$ cat src/rtl/mips_fetch.sv
// mips_fetch: MIPS instruction fetch unit. Issues credit-limited word fetches,
// buffers up to two returned instructions in order and flushes stale responses
// after a redirect.
module mips_fetch #(
   parameter logic [31:0] RESET_PC = 32'h0040_0000
) (
   input  logic        clock,
   input  logic        reset,
   input  logic        halt,
   input  logic        redirect,
   input  logic [31:0] redirect_pc,
   output logic        imem_req,
   output logic [31:0] imem_addr,
   input  logic        imem_rvalid,
   input  logic [31:0] imem_rdata,
   output logic        inst_valid,
   input  logic        inst_ready,
   output logic [5:0]  opcode,
   output logic [5:0]  funct,
   output logic [4:0]  rs,
   output logic [4:0]  rt,
   output logic [4:0]  rd,
   output logic [15:0] imm,
   output logic [31:0] inst_pc
);

   typedef enum logic [1:0] {
      StIdle,
      StRun,
      StFlush
   } state_t;

   state_t      state_q, state_d;
   logic [31:0] pc_q, pc_d;
   logic [1:0]  occ_q, occ_d;
   logic [1:0]  outst_q, outst_d;
   logic [1:0]  drop_q, drop_d;
   logic [31:0] word0_q, word0_d, word1_q, word1_d;
   logic [31:0] wpc0_q, wpc0_d, wpc1_q, wpc1_d;

   logic        credit;
   logic        resp_ok;
   logic        push;
   logic        pop;
   logic [31:0] resp_pc;
   logic [1:0]  outst_after_resp;

   // Request issue, response acceptance and buffer handshake decode
   always_comb begin
      credit     = ({1'b0, occ_q} + {1'b0, outst_q}) < 3'd2;
      imem_req   = (state_q == StRun) && !halt && !redirect && credit;
      imem_addr  = pc_q;
      // A response with nothing outstanding (e.g. one issued before reset) is stray
      resp_ok    = imem_rvalid && (outst_q != 2'd0) && (state_q != StIdle);
      push       = resp_ok && (state_q == StRun);
      inst_valid = (occ_q != 2'd0);
      pop        = inst_valid && inst_ready;
      // Responses are in order and the PC advanced once per request, so the
      // oldest outstanding request sits outst_q words behind the PC.
      resp_pc    = pc_q - {28'd0, outst_q, 2'b00};
      outst_after_resp = outst_q - {1'b0, resp_ok};
   end

   // Next-state: PC, credit counters, instruction buffer and fetch FSM
   always_comb begin
      state_d = state_q;
      pc_d    = pc_q;
      occ_d   = occ_q;
      outst_d = outst_after_resp + {1'b0, imem_req};
      drop_d  = drop_q;
      word0_d = word0_q;
      word1_d = word1_q;
      wpc0_d  = wpc0_q;
      wpc1_d  = wpc1_q;

      if (imem_req) begin
         pc_d = pc_q + 32'd4;
      end

      unique case ({push, pop})
         2'b10: begin
            if (occ_q == 2'd0) begin
               word0_d = imem_rdata;
               wpc0_d  = resp_pc;
            end else begin
               word1_d = imem_rdata;
               wpc1_d  = resp_pc;
            end
            occ_d = occ_q + 2'd1;
         end
         2'b01: begin
            word0_d = word1_q;
            wpc0_d  = wpc1_q;
            occ_d   = occ_q - 2'd1;
         end
         2'b11: begin
            if (occ_q == 2'd1) begin
               word0_d = imem_rdata;
               wpc0_d  = resp_pc;
            end else begin
               word0_d = word1_q;
               wpc0_d  = wpc1_q;
               word1_d = imem_rdata;
               wpc1_d  = resp_pc;
            end
         end
         default: ;
      endcase

      unique case (state_q)
         StIdle:  state_d = StRun;
         StRun:   ;
         StFlush: begin
            if (resp_ok) begin
               drop_d = drop_q - 2'd1;
               if (drop_q == 2'd1) begin
                  state_d = StRun;
               end
            end
         end
         default: state_d = StIdle;
      endcase

      // Redirect overrides everything: same-cycle push/pop are discarded and
      // every request still in flight becomes a response to drop.
      if (redirect) begin
         pc_d    = redirect_pc & 32'hFFFF_FFFC;
         occ_d   = 2'd0;
         outst_d = outst_after_resp;
         drop_d  = outst_after_resp;
         state_d = (outst_after_resp != 2'd0) ? StFlush : StRun;
      end
   end

   // Head-entry field slices, forced to zero while the buffer is empty
   always_comb begin
      opcode  = '0;
      funct   = '0;
      rs      = '0;
      rt      = '0;
      rd      = '0;
      imm     = '0;
      inst_pc = '0;
      if (inst_valid) begin
         opcode  = word0_q[31:26];
         rs      = word0_q[25:21];
         rt      = word0_q[20:16];
         rd      = word0_q[15:11];
         funct   = word0_q[5:0];
         imm     = word0_q[15:0];
         inst_pc = wpc0_q;
      end
   end

   // State registers with synchronous active-low reset
   always_ff @(posedge clock) begin
      if (!reset) begin
         state_q <= StIdle;
         pc_q    <= RESET_PC;
         occ_q   <= 2'd0;
         outst_q <= 2'd0;
         drop_q  <= 2'd0;
         word0_q <= '0;
         word1_q <= '0;
         wpc0_q  <= '0;
         wpc1_q  <= '0;
      end else begin
         state_q <= state_d;
         pc_q    <= pc_d;
         occ_q   <= occ_d;
         outst_q <= outst_d;
         drop_q  <= drop_d;
         word0_q <= word0_d;
         word1_q <= word1_d;
         wpc0_q  <= wpc0_d;
         wpc1_q  <= wpc1_d;
      end
   end

endmodule

$ cat config.mk
export PLATFORM = sky130hd
export DESIGN_NAME = mips_fetch
export DESIGN_NICKNAME = d
export VERILOG_FILES = /design/src/rtl/mips_fetch.sv
export SDC_FILE = /design/constraint.sdc
export NUM_CORES = 1
export LEC_CHECK = 0
export BUFFER_PORTS_ARGS = -buffer_cell sky130_fd_sc_hd__buf_2
export CAP_MARGIN = 20
export CORE_ASPECT_RATIO = 1.5
export CORE_UTILIZATION = 52
export DETAILED_ROUTE_END_ITERATION = 10
export PLACE_DENSITY = 0.77
export SLEW_MARGIN = 20
export SYNTH_ARGS = -nofsm -noshare
export SYNTH_HDL_FRONTEND = slang
export SYNTH_SLANG_ARGS = --single-unit
$ cat constraint.sdc
create_clock -name clock -period 3 [get_ports clock]
set_input_delay 0.15 -clock clock [delete_from_list [all_inputs] [get_ports clock]]
set_output_delay 0.15 -clock clock [all_outputs]
set_load 0.05 [all_outputs]
# Word level (Yosys, flattened, before mapping)
# Index checks and enable logic that the tools add are counted.
# totals
reg_bits,168
inputBits,70
# classes
n_addsub,8
order_cmp,1
n_eq_ne,13
muxes,31
n_bitwise,1
n_reduce_logical,26
# ops
cell,count
$mux W32,11
$pmux W32 S3,2
$pmux W32 S2,2
$add A32 B3 Y32 const B,1
$sub A32 B4 Y32,1
$reduce_bool A2 Y1,9
$mux W16,1
$mux W2,8
$mux W5,3
$mux W6,2
$eq A2 B1 Y1 const B,4
$ne A2 B2 Y1 const B,4
$logic_and A1 B1 Y1,7
$eq A2 B2 Y1 const B,3
$ne A3 B3 Y1 const B,2
$pmux W2 S3,1
$reduce_and A3 Y1,2
$logic_not A2 Y1,2
$pmux W2 S2,1
$reduce_and A2 Y1,2
$sub A2 B1 Y2 const B,2
$add A2 B2 Y3,1
$lt A3 B2 Y1 const B,1
$reduce_bool A3 Y1,1
other kinds (6),7

# Depth between registers and ports, before layout
# depth
word_depth,7
ltp_mapped,13
ltp_nobuf,10

# Least setup slack after synthesis
# OpenSTA, ideal clock, no wires.
# synth_timing
path_kind,register to register
start,register occ_q[0]
end,register outst_q[1]
setup_time_ps,128
arrival_time_ps,3270
required_time_ps,2872
setup_slack_ps,-397
path_stages_with_launch,10
period_less_slack_ps,3397
cell_sequence,dfxtp_1 inv_1 nor2_1 fa_1 or4b_2 nor3_1 ha_1 nand2_1 xnor2_1 nor2_1
# synth_between
elab_chain_len,5
# synth_rtl
element,line_no,rtl
start: declaration,35,"logic [1:0] occ_q, occ_d;"
start signal: assignment,160,occ_q <= 2'd0;
start signal: assignment,170,occ_q <= occ_d;
$add A2 B2 Y3,50,"credit = ({1'b0, occ_q} + {1'b0, outst_q}) < 3'd2;"
$lt A3 B2 Y1,50,
$logic_and A1 B1 Y1,51,imem_req = (state_q == StRun) && !halt && !redirect && credit;
net imem_req,12,"output logic imem_req,"
$add A2 B1 Y2,69,"outst_d = outst_after_resp + {1'b0, imem_req};"
$mux W2,126,if (redirect) begin
end signal: assignment,171,outst_q <= outst_d;
end: declaration,36,"logic [1:0] outst_q, outst_d;"
# The timed path passes the listed nets, and every way through them passes these cells.
# A chain may end at the register's enable or synchronous reset.

# Worst setup path after layout
# layout_timing
start,register occ_q[0]
end,output imem_req
# layout_between
elab_chain_len,3
# layout_rtl
element,line_no
$add A2 B2 Y3,50
$lt A3 B2 Y1,50
$logic_and A1 B1 Y1,51
end: declaration,12
# Every way passes these cells.

==> run_results.csv <==
group,metric,value,unit
status,status,"finished clean",
floorplan,num_io_pins,179,
detailed_routing,wl_per_cell,15.7,um
grt,grt_max_degree,79,
logic_synthesis,ys_warn_count,0,
logic_synthesis,synth_area_leader_cell,"dfxtp_1",
timing,clock.fmax,354,MHz
final_layout,layout_commonest_cell,"buf_2",
timing,setup-tns-final,0,ns
logic_synthesis,synth_cells,1018,
final_layout,instances_no_fill,1401,
logic_synthesis,synth_top_flop_cell,"dfxtp_1",
detailed_routing,wirelength,22000,um
final_layout,final_cell_mix,"buf_2 (172), dfxtp_1 (162), nand2_1 (98), nor2_1 (97), a21oi_1 (93)",
worst_setup_path,cp_top_family,"simple AND/OR/NAND/NOR gates",
timing,relSlewSlack,53.1,%
detailed_routing,antenna_left,0,
detailed_routing,drt_iter0_drc,500,
logic_synthesis,ys_ff_latch,162,
logic_synthesis,syn_avg_cell_area,7.89,um^2
logic_synthesis,synthSimpleGateAreaFrac,24.7,%
timing,setup_violations,0,
clock_tree,h-tree-depth,4,
timing,rsz0062_at_grt,"no",
logic_synthesis,synth_top_area_share,40.4,%
worst_setup_path,r2r-end,"word0_q[15]$_SDFFE_PN0P_",
floorplan,start_util,53.3,%
worst_setup_path,ff2ff_path_depth,10,
floorplan,rows,55,
run,drv_cap,0,
grt,grt_pass1_vias,7309,
worst_setup_path,critical_path_class,"flip-flop to output pin",
floorplan,die_w,104,um
logic_synthesis,seq_area_frac_synth,40.4,%
worst_setup_path,start_kind,"flip-flop",
logic_synthesis,synth_fa_ha_area_share,2.21,%
min_path,holdPathStages,3,
placed_design,gp_congestion,0.863,
logic_synthesis,synth_area,0.00804,mm^2
power,irDropWorstVdd,0.000369,V
detailed_routing,drt-vias-per-instance,5.70,
clock_tree,post_cts_buffers,0,
final_layout,drive_gt1_share,21.0,%
worst_setup_path,worstReg2RegStart,"occ_q[0]$_SDFFE_PP0P_",
worst_setup_path,required,2.85,ns
clock_tree,clockBufferDepth,2,
timing,hold_violations,0,
clock_tree,numCtsBuffers,17,
logic_synthesis,synth_top_family_by_area,"simple AND/OR/NAND/NOR gates",
power,p_per_area,526,mW/mm^2
grt,gr-usage-all-layers,27.2,%
detailed_routing,drc,0,
logic_synthesis,synthMuxAreaShare,0.265,%
floorplan,die_y,154,um
placed_design,dpl.hpwl,13900,um
worst_setup_path,cpMaxStageDelayCell,"or4b_2",
logic_synthesis,synth_compound_area_share,19.6,%
final_layout,diodes,0,
grt,grt_pass1_wl,35600,um
grt,grt-ovfl-total,0,
floorplan,dieArea,0.0160,mm^2
logic_synthesis,async_flop_share,0,%
logic_synthesis,synth_area_leaders,"dfxtp_1 (40%), a21oi_1 (5.9%), nor2b_1 (5.1%)",
timing,fin_crit_sh,94.1,%
final_layout,flow.area_growth_from_synthesis,25.8,%
grt,antenna_found_initial,0,
logic_synthesis,synth_edf_count,0,
min_path,hold_end,"imem_addr[12]$_SDFFE_PN0P_",
min_path,hold_path_class,"primary input to flip-flop",
worst_setup_path,crit_path_end_kind,"output pin",
floorplan,core_area,0.0151,mm^2
clock_tree,path_clk_slew,0.07,ns
timing,fin_crit,2.82,ns
clock_tree,clock_sinks,162,
detailed_routing,drt_pass1_iterations,7,
clock_tree,cts_tree,"done",
placed_design,placed_cells,1314,
timing,skew,0.00928,ns
detailed_routing,vias,7987,
clock_tree,insertion_delay,0.42,ns
worst_setup_path,cp_cell_sequence,"inv_1 -> nor2_1 -> fa_1 -> or4b_2 -> nor3_2 -> buf_2",
worst_setup_path,crit_fanout,3,
worst_setup_path,arrival,2.67,ns
logic_synthesis,synth-xor-area-share,5.89,%
placed_design,dp_slack,0.269,ns
final_layout,nets,1272,
worst_setup_path,worst-path-buf-inv,2,
clock_tree,cts_root_buf,"clkbuf_16",
placed_design,portBuffers,172,
worst_setup_path,r2r_slack,0.29,ns
timing,tightest_slew,0.704,ns
worst_setup_path,slowest_delay,0.70,ns
min_path,hp-start,"redirect_pc[12]",
timing,postLayoutSetupSlackWorst,0.178,ns
power,power.leakage,3.96,nW
logic_synthesis,ys_types,63,
final_layout,nFillCells,1294,
timing,maxSlewViolCount,0,
power,p_total,5.31,mW
sequential cells by signal (all words and copies together) (netlist names):
register,cells
word1_q,32
word0_q,32
imem_addr,30
wpc1_q,30
wpc0_q,30
state_q,2
outst_q,2
drop_q,2
occ_q,2
through the flow:
| step | instance area (um^2) | hold WS, ns | utilization, % |
|---|---|---|---|
| 6_report | 10100 | 0.00912 | 67.1 |
| 5_1_grt | 10100 | 0.0172 | 67.1 |
| 4_1_cts | 10100 | 0.000251 | 67.0 |
| 3_5_place_dp | 8970 | 0.390 | 59.6 |
| 3_3_place_gp | 8970 | 0.382 | 59.6 |
| 2_1_floorplan | 8050 | 0.286 | - |
report_power, final:
| group | internal, mW | switching [mW] | leakage [nW] |
|---|---|---|---|
| clock | 1.12 | 1.01 | 0.286 |
| combinational | 0.316 | 0.499 | 2.35 |
| sequential | 2.27 | 0.102 | 1.32 |
| total | 3.70 | 1.61 | 3.96 |
metal layers:
layer	share of wire (%)	GRT usage, %
met5	0	0
met4	3.0	11.9
met3	4.9	3.71
met2	51	47.2
met1	41	33.5
synth_stat cells, drive strengths merged (2+ instances only):
cell,n
o21ai,68
clkbuf,83
a21boi,2
a21oi,94
o22ai,9
or3,5
and4,3
nand2,99
a211oi,8
nor4,12
nor4b,2
nand4,11
a311oi,2
xnor2,34
buf,23
fa,2
ha,11
o21a,3
a22oi,7
or4,8
dfxtp,162
and3,7
o221ai,3
o211ai,2
inv,19
xor2,20
a21o,2
and3b,2
nor3,68
a221oi,42
nor2,97
a2bb2oi,2
nand3,18
nor2b,66
a31oi,4
worst reg2reg max path, cell delays in order, from the launching register on:
cell,delay (ns)
dfxtp_1,0.37
inv_1,0.08
ha_2,0.19
nand2b_1,0.23
inv_1,0.27
ha_1,0.37
nand2_1,0.13
nand2_2,0.30
buf_6,0.36
a221oi_1,0.18
nor3_1,0.15
how the worst max path moves through the flow:
stage	startpoint	end	cells past startpoint
3_5_place_dp	occ_q[1]$_SDFFE_PP0P_	word0_q[24]$_SDFFE_PN0P_	10
2_1_floorplan	occ_q[0]$_SDFFE_PP0P_	outst_q[1]$_SDFF_PN0_	9
5_1_grt	occ_q[1]$_SDFFE_PP0P_	word0_q[9]$_SDFFE_PN0P_	10
6_report	occ_q[0]$_SDFFE_PP0P_	imem_req	6
3_3_place_gp	occ_q[0]$_SDFFE_PP0P_	word0_q[21]$_SDFFE_PN0P_	10
4_1_cts	occ_q[0]$_SDFFE_PP0P_	imem_req	6
cells by family after synthesis:
logic type / count (synthesis)
DFF: 162
AOI/OAI and AO/OA: 256
muxes: 2
other: 1
buffers and inverters: 126
xor gates and xnor gates: 54
and+or+nand+nor: 404
adders and majority gates: 13
final cells by class:
cell class / count / area, um^2 / area share [%]
clock buffer: 17 / 425 / 4.21
clock inverter: 15 / 153 / 1.51
inverter: 20 / 76.3 / 0.755
multi-input combinational: 733 / 4300 / 42.5
sequential: 162 / 3240 / 32.1
tap: 199 / 249 / 2.46
timing repair buffer: 255 / 1660 / 16.5
timing repair:
action,in CTS,in global routing
setup endpoints to repair,0,6
gates resized for setup,0,1
hold buffers,55,0
endpoints found under the hold margin,55,0
Note: power is estimated with default switching activity, not from simulation.
